### src/rtl/sha256_padder_if.sv
// sha256_padder_if
//   Groups the message-input and block-output handshakes of the SHA-256
//   padder.
//   Message side : start, in_valid/in_ready, in_data, in_nbytes, in_last
//   Block side   : blk_valid/blk_ready, blk_words (w[0] is blk_words[0]),
//                  blk_first, blk_last
//   master : the producer of messages and consumer of blocks
//   slave  : the padder itself
interface sha256_padder_if;
    logic              start;
    logic              in_valid;
    logic              in_ready;
    logic [31:0]       in_data;
    logic [2:0]        in_nbytes;
    logic              in_last;
    logic              blk_valid;
    logic              blk_ready;
    logic [15:0][31:0] blk_words;
    logic              blk_first;
    logic              blk_last;

    modport master (
        output start, in_valid, in_data, in_nbytes, in_last, blk_ready,
        input  in_ready, blk_valid, blk_words, blk_first, blk_last
    );

    modport slave (
        input  start, in_valid, in_data, in_nbytes, in_last, blk_ready,
        output in_ready, blk_valid, blk_words, blk_first, blk_last
    );
endinterface

### src/rtl/sha256_padder.sv
// sha256_padder
//   Collects big-endian 32-bit message words into a 16-word buffer and emits
//   SHA-256 padded 512-bit blocks: 0x80 marker after the last byte, zero fill,
//   and a 64-bit big-endian bit length in w[14..15]. When the marker or the
//   length does not fit, one extra block is produced.
//   Ports:
//     clk   - single clock, rising edge
//     reset - synchronous, active-high
//     bus   - sha256_padder_if.slave (message input, block output)
//   Parameter LEN_W: width of the message byte counter (wraps modulo 2^LEN_W).
module sha256_padder #(
    parameter int unsigned LEN_W = 32
) (
    input  logic               clk,
    input  logic               reset,
    sha256_padder_if.slave     bus
);

    typedef enum logic [2:0] {
        IDLE  = 3'd0,
        FILL  = 3'd1,
        PAD   = 3'd2,
        EMIT  = 3'd3,
        EXTRA = 3'd4
    } state_t;

    state_t            state;
    state_t            state_nxt;

    logic [15:0][31:0] w;
    logic [4:0]        idx;          // next word slot, 0..16
    logic [LEN_W-1:0]  byte_cnt;
    logic [2:0]        last_nb;      // in_nbytes of the final message word
    logic              first;
    logic              last_blk;
    logic              pend_len;
    logic              pend_marker;

    logic              in_ready_c;
    logic              blk_valid_c;
    logic [63:0]       bit_len;
    logic [4:0]        mark_idx;
    logic [31:0]       last_word;
    logic [31:0]       mark_word;

    function automatic logic [31:0] keep_mask(input logic [2:0] nb);
        case (nb)
            3'd0:    keep_mask = '0;
            3'd1:    keep_mask = 32'hFF00_0000;
            3'd2:    keep_mask = 32'hFFFF_0000;
            3'd3:    keep_mask = 32'hFFFF_FF00;
            default: keep_mask = '1;
        endcase
    endfunction

    // Marker lands inside the last stored word (slot idx-1) unless that word
    // was full, in which case it starts the following slot (which may be 16).
    always_comb begin
        bit_len   = 64'(byte_cnt) << 3;
        last_word = w[idx[3:0] - 4'd1];
        if (last_nb >= 3'd4) begin
            mark_idx  = idx;
            mark_word = 32'h8000_0000;
        end else begin
            mark_idx = idx - 5'd1;
            case (last_nb)
                3'd1:    mark_word = {last_word[31:24], 24'h80_0000};
                3'd2:    mark_word = {last_word[31:16], 16'h8000};
                3'd3:    mark_word = {last_word[31:8],  8'h80};
                default: mark_word = 32'h8000_0000;
            endcase
        end
    end

    always_ff @(posedge clk) begin
        if (reset) begin
            state <= IDLE;
        end else begin
            state <= state_nxt;
        end
    end

    always_comb begin
        state_nxt   = state;
        in_ready_c  = 1'b0;
        blk_valid_c = 1'b0;
        case (state)
            IDLE: begin
                if (bus.start) begin
                    state_nxt = FILL;
                end
            end
            FILL: begin
                in_ready_c = 1'b1;
                if (bus.in_valid) begin
                    if (bus.in_last) begin
                        state_nxt = PAD;
                    end else if (idx == 5'd15) begin
                        state_nxt = EMIT;
                    end
                end
            end
            PAD: begin
                state_nxt = EMIT;
            end
            EMIT: begin
                blk_valid_c = 1'b1;
                if (bus.blk_ready) begin
                    if (last_blk) begin
                        state_nxt = IDLE;
                    end else if (pend_len || pend_marker) begin
                        state_nxt = EXTRA;
                    end else begin
                        state_nxt = FILL;
                    end
                end
            end
            EXTRA: begin
                state_nxt = EMIT;
            end
            default: begin
                state_nxt = IDLE;
            end
        endcase
    end

    always_ff @(posedge clk) begin
        if (reset) begin
            w           <= '0;
            idx         <= '0;
            byte_cnt    <= '0;
            last_nb     <= '0;
            first       <= 1'b0;
            last_blk    <= 1'b0;
            pend_len    <= 1'b0;
            pend_marker <= 1'b0;
        end else begin
            case (state)
                IDLE: begin
                    if (bus.start) begin
                        idx         <= '0;
                        byte_cnt    <= '0;
                        first       <= 1'b1;
                        pend_len    <= 1'b0;
                        pend_marker <= 1'b0;
                    end
                end
                FILL: begin
                    if (bus.in_valid) begin
                        w[idx[3:0]] <= bus.in_data & keep_mask(bus.in_nbytes);
                        idx         <= idx + 5'd1;
                        byte_cnt    <= byte_cnt + LEN_W'(bus.in_nbytes);
                        last_nb     <= bus.in_nbytes;
                        if (!bus.in_last && idx == 5'd15) begin
                            last_blk <= 1'b0;
                        end
                    end
                end
                PAD: begin
                    // Stale words from an earlier message may sit above the
                    // marker, so everything past it is cleared explicitly.
                    for (int unsigned i = 0; i < 16; i++) begin
                        if (32'(mark_idx) == i) begin
                            w[i] <= mark_word;
                        end else if (32'(mark_idx) < i) begin
                            w[i] <= '0;
                        end
                    end
                    if (mark_idx <= 5'd13) begin
                        w[14]    <= bit_len[63:32];
                        w[15]    <= bit_len[31:0];
                        last_blk <= 1'b1;
                    end else if (mark_idx <= 5'd15) begin
                        last_blk <= 1'b0;
                        pend_len <= 1'b1;
                    end else begin
                        last_blk    <= 1'b0;
                        pend_marker <= 1'b1;
                    end
                end
                EMIT: begin
                    if (bus.blk_ready) begin
                        first <= 1'b0;
                        if (!last_blk && !pend_len && !pend_marker) begin
                            w   <= '0;
                            idx <= '0;
                        end
                    end
                end
                EXTRA: begin
                    w           <= '0;
                    w[0]        <= pend_marker ? 32'h8000_0000 : 32'h0;
                    w[14]       <= bit_len[63:32];
                    w[15]       <= bit_len[31:0];
                    last_blk    <= 1'b1;
                    pend_len    <= 1'b0;
                    pend_marker <= 1'b0;
                end
                default: begin
                end
            endcase
        end
    end

    assign bus.in_ready  = in_ready_c;
    assign bus.blk_valid = blk_valid_c;
    assign bus.blk_words = w;
    assign bus.blk_first = blk_valid_c & first;
    assign bus.blk_last  = blk_valid_c & last_blk;

endmodule

### src/flat_wrapper.sv
// flat-port wrapper written by rule: the top's interface ports become plain ports
module sha256_padder_flat 
#(
    parameter int unsigned LEN_W = 32
)
  (clk, reset, bus_start, bus_in_valid, bus_in_data, bus_in_nbytes, bus_in_last, bus_blk_ready, bus_in_ready, bus_blk_valid, bus_blk_words, bus_blk_first, bus_blk_last);
  sha256_padder_if bus_i ();
  input  logic clk;
  input  logic reset;
  input wire logic [$bits(bus_i.start)-1:0] bus_start;
  input wire logic [$bits(bus_i.in_valid)-1:0] bus_in_valid;
  input wire logic [$bits(bus_i.in_data)-1:0] bus_in_data;
  input wire logic [$bits(bus_i.in_nbytes)-1:0] bus_in_nbytes;
  input wire logic [$bits(bus_i.in_last)-1:0] bus_in_last;
  input wire logic [$bits(bus_i.blk_ready)-1:0] bus_blk_ready;
  output wire logic [$bits(bus_i.in_ready)-1:0] bus_in_ready;
  output wire logic [$bits(bus_i.blk_valid)-1:0] bus_blk_valid;
  output wire logic [$bits(bus_i.blk_words)-1:0] bus_blk_words;
  output wire logic [$bits(bus_i.blk_first)-1:0] bus_blk_first;
  output wire logic [$bits(bus_i.blk_last)-1:0] bus_blk_last;
  assign bus_i.start = bus_start;
  assign bus_i.in_valid = bus_in_valid;
  assign bus_i.in_data = bus_in_data;
  assign bus_i.in_nbytes = bus_in_nbytes;
  assign bus_i.in_last = bus_in_last;
  assign bus_i.blk_ready = bus_blk_ready;
  assign bus_in_ready = bus_i.in_ready;
  assign bus_blk_valid = bus_i.blk_valid;
  assign bus_blk_words = bus_i.blk_words;
  assign bus_blk_first = bus_i.blk_first;
  assign bus_blk_last = bus_i.blk_last;
  sha256_padder #(.LEN_W(LEN_W)) u_core (.clk(clk), .reset(reset), .bus(bus_i));
endmodule
### config.mk
export PLATFORM = sky130hd
export DESIGN_NAME = sha256_padder_flat
export DESIGN_NICKNAME = d
export VERILOG_FILES = /design/src/rtl/sha256_padder_if.sv /design/src/rtl/sha256_padder.sv /design/src/flat_wrapper.sv
export SDC_FILE = /design/constraint.sdc
export NUM_CORES = 2
export LEC_CHECK = 0
export ABC_AREA = 1
export CORE_ASPECT_RATIO = 1.5
export CORE_MARGIN = 2
export CORE_UTILIZATION = 49
export CTS_CLUSTER_DIAMETER = 30
export DETAILED_ROUTE_END_ITERATION = 7
export MAX_ROUTING_LAYER = met4
export PLACE_DENSITY_LB_ADDON = 0.2
export SYNTH_ARGS = -nofsm -noshare
export SYNTH_HDL_FRONTEND = slang
export SYNTH_SLANG_ARGS = --single-unit
export TNS_END_PERCENT = 1
### constraint.sdc
create_clock -name clk -period 3.1 [get_ports clk]
set_input_delay 0.775 -clock clk [delete_from_list [all_inputs] [get_ports clk]]
set_output_delay 0.775 -clock clk [all_outputs]
set_load 0.005 [all_outputs]
==> results.md <==
* Synthesis Warnings at 0
* Setup violators final at 0
* Antenna violations before repair at 5
* Total grt overflow at 0
* Bufs on Longest Clock Path at 3
* Pre-Repair DR Iteration Count at 8
* Run status: completed
* Via count of the first global-routing pass at 37300
* Pre-CTS WS at 0.100 ns
* Post-synthesis sequential area ratio at between 30% and 40%
* GRT Total Usage at 51.5%
* Proportion of netlist area held by the largest area contributor at 35.3%
* Area of the multi-input gates at approximately 0.017 mm2
* Largest area contributor in the netlist: sky130_fd_sc_hd__dfxtp_1
* Height of the die at 316 um
* Cell at the slowest stage of the critical path: sky130_fd_sc_hd__ha_4
* Leakage power total at 18.8 nW
* Share of the clock period used by the worst path after layout at 97.2%
* Register area at roughly 0.011 mm2
* Data arrival time at the worst-slack endpoint at 3.60 ns
* Power Total at between 0.02 and 0.03 W
* Commonest register cell after synthesis: sky130_fd_sc_hd__dfxtp_1
* Cell types with the largest area share after synthesis: sky130_fd_sc_hd__dfxtp_1, sky130_fd_sc_hd__nand2_1, sky130_fd_sc_hd__nor2_1, sky130_fd_sc_hd__nand3_1, sky130_fd_sc_hd__inv_1
* Cell area after placement at 0.0397 mm2
* Dpl hpwl at 121 mm
* Slew Limit Fails at 0
* Non-Filler Instances at just under 7000
* Clock latency reported for the late side of the worst-skew pair at 0.70 ns
* Number of storage elements in the synthesis netlist at 559
* Final routed wirelength across all metal layers at 171 mm
* Data required time of the critical path at between 3 and 4 ns
* Crit-path max cell delay at 0.44 ns
* Initial standard-cell utilization of the core at 49.4%
* HP Start: u_core.bus.blk_words[194]
* Max-slew headroom at between 40% and 50%
* Number of levels in the clock H-tree at 3
* Final hold violation count at 0
* Hold worst-path end: u_core.bus.blk_words[194]
* Total Neg Setup Slack at 0 ns
* Combined buffer and inverter count along the critical path at 4
* Worst-Margin Slew at 0.866 ns
* Antenna-violating nets left at 0
* Final Wtd Congestion at roughly 1.1
* Layout cells sized above 1 at between 10% and 20%
* Number of cells in the design after placement at approximately 6600
* Number of filler cells placed in the layout at 5852
* Total power density per cell area at 616 mW/mm2
* Number of cell rows at 114
* Clock period minus final worst setup slack at around 3 ns
* Iteration-0 DRC count of the detailed router at 5691
* Critical-path maximum fanout at 40
* Type of the worst setup path: register to register
* CP Cell Sequence: inv_1 > ha_4 > buf_12 > buf_4 > nand3_1 > nand3_1 > nand3_1 > nand3_2 > buf_4 > nor2_1 > nor2_1 > nand3_1 > nand2_1 > nor2_1
* Cell count after synthesis at 5216
* Number of max-cap violations at 0
* Maximum vdd drop at 0.572 mV
* Startpoint type of the worst setup path: register
* Number of cells on the worst hold path at 2
* Worst reg2reg path depth at 14
* Unique masters post-synth at 49
* Overall die area at around 0.067 mm2
* Synth async-reset ratio at 0%
* # DRC at 0
* Clock skew after layout at about 0.03 ns
* Unrepaired setup endpoints after global routing: yes
* Area growth from synthesis to layout at 37.0%
* Number of synthesized flops with an enable pin at 0
* Sink Count at 559
* Final worst-path setup slack at 0.0867 ns
* Synthesized area per cell at a little over 6 um2
* Largest net degree at the start of global routing at 162
* Detail-routed via count per cell at just under 6
* Critical register-to-register path startpoint: u_core.idx[1]
* Cell repeated most along the worst path: sky130_fd_sc_hd__nand3_1
* Layout Nets at 5903
* Boundary pin count at about 560
* Buffer count from post-CTS setup fixing at 0
* Count of buffers inserted at the top-level ports at roughly 560
* Number of nets in the synthesized netlist at around 5300
* Routed via count at roughly 40000
* Setup crit end kind: register
* Reg-to-reg slack, setup at a little under 0.09 ns
* Total core area at roughly 0.064 mm2
* Max frequency at 0.332 GHz
* First-pass GRT wire length at 244 mm
* Detail-routed net length per standard cell at 25.3 um
* Final design area excluding fillers at 0.0434 mm2
* Path type of the worst min-delay path: register to register
* Clock-pin slew of the registers on the worst-case setup and hold paths at 0.05 ns
* Cell family with most CP delay: simple AND/OR/NAND/NOR gates
* CTS tree: done
* Library cell used as clock root buffer: sky130_fd_sc_hd__clkbuf_16
* Num CTS Buffers at ~110
* Post-synth design cell area at 0.0317 mm2
* Die width at 212 um
metal layers:
metal	vias up	share of wire, %	GRT usage [%]
li1	18000	-	-
met1	18000	33	54.0
met2	3136	43	75.4
met3	981	13	16.7
met4	0	12	50.1
met5	-	0	-
worst reg2reg max path: stages, from the launching register on:
cell and delay [ns]:
sky130_fd_sc_hd__dfxtp_1 0.42, sky130_fd_sc_hd__inv_1 0.15, sky130_fd_sc_hd__ha_4 0.44, sky130_fd_sc_hd__buf_12 0.33, sky130_fd_sc_hd__buf_4 0.21, sky130_fd_sc_hd__nand3_1 0.11, sky130_fd_sc_hd__nand3_1 0.39, sky130_fd_sc_hd__nand3_1 0.23
sky130_fd_sc_hd__nand3_2 0.12, sky130_fd_sc_hd__buf_4 0.19, sky130_fd_sc_hd__nor2_1 0.06, sky130_fd_sc_hd__nor2_1 0.10, sky130_fd_sc_hd__nand3_1 0.07, sky130_fd_sc_hd__nand2_1 0.07, sky130_fd_sc_hd__nor2_1 0.05
per-stage QoR:
stage,hold slack [ns],util [%]
after floorplan,0.428,-
after global placement,0.440,61.8
after detailed placement,0.438,61.8
after CTS,0.455,67.5
after global routing,0.478,67.7
final,0.449,67.7
area by class of cell:
class / instances / area share, %
Antenna cell: 6 / 0.0346
Clock buffer: 128 / 6.77
Clock inverter: 74 / 1.70
Inverter: 558 / 4.86
Multi-Input combinational cell: 3779 / 39.3
Sequential cell: 559 / 25.8
Tap cell: 812 / 2.34
Timing Repair Buffer: 846 / 19.3
worst max path at each step:
stage               slack [ns]                  end  cells past startpoint              from
floorplan                 0.14             register                     20     u_core.idx[0]
detailed placement        0.10             register                     12      bus_in_valid
global placement          0.15  u_core.byte_cnt[24]                     13  bus_in_nbytes[0]
finish                    0.09             register                     14     u_core.idx[1]
global route            0.0001             register                     15     u_core.idx[1]
CTS                       0.12             register                     12     u_core.idx[1]
logic make-up (layout without fill, tap and decap cells):
logic type,Yosys count,after routing,synth area share (%)
AND/OR/NAND/NOR,2849,2849,36.8
adder cells (fa/ha/maj),10,10,0.418
AO/OA/AOI/OAI,918,918,16.1
other,0,6,0
flip-flops,559,559,35.3
buffers and inverters,878,1606,11.3
XOR/XNOR,2,2,0.114
power breakdown:
part	total, W	switching [W]	internal (W)	leakage (nW)
registers	0.00794	0.000391	0.00755	4.52
logic	0.00691	0.00458	0.00232	12.5
clock network	0.0119	0.00436	0.00755	1.77
total	0.0268	0.00934	0.0174	18.8
cells in the final DEF, fill, tap and decap left out, drive strengths merged, types with 128 or more instances in the layout:
cell type / synthesis / layout
clkbuf: 137 / 128
buf: 183 / 291
dfxtp: 559 / 559
clkdlybuf4s50: 0 / 555
inv: 549 / 560
nor2: 764 / 764
nand3: 459 / 459
a21oi: 342 / 342
o21ai: 345 / 345
nand2: 1556 / 1556
cell usage after synthesis, drive strengths merged, types with 5 or more instances:
| cell type | count |
|---|---|
| inv | 549 |
| o211ai | 49 |
| o21a | 28 |
| nand2 | 1556 |
| a22oi | 42 |
| nand3 | 459 |
| o22ai | 89 |
| clkinv | 9 |
| clkbuf | 137 |
| o2111ai | 5 |
| dfxtp | 559 |
| a211oi | 7 |
| a21oi | 342 |
| o21ai | 345 |
| nand4 | 40 |
| ha | 9 |
| nor2 | 764 |
| buf | 183 |
| nor3 | 21 |
timing repair:
| action | in CTS | in global routing |
|---|---|---|
| endpoints found under the setup margin | 0 | 46 |
| resized for setup | 0 | 15 |
| hold buffers | 0 | 0 |
Power figures use the tool's default switching activity.
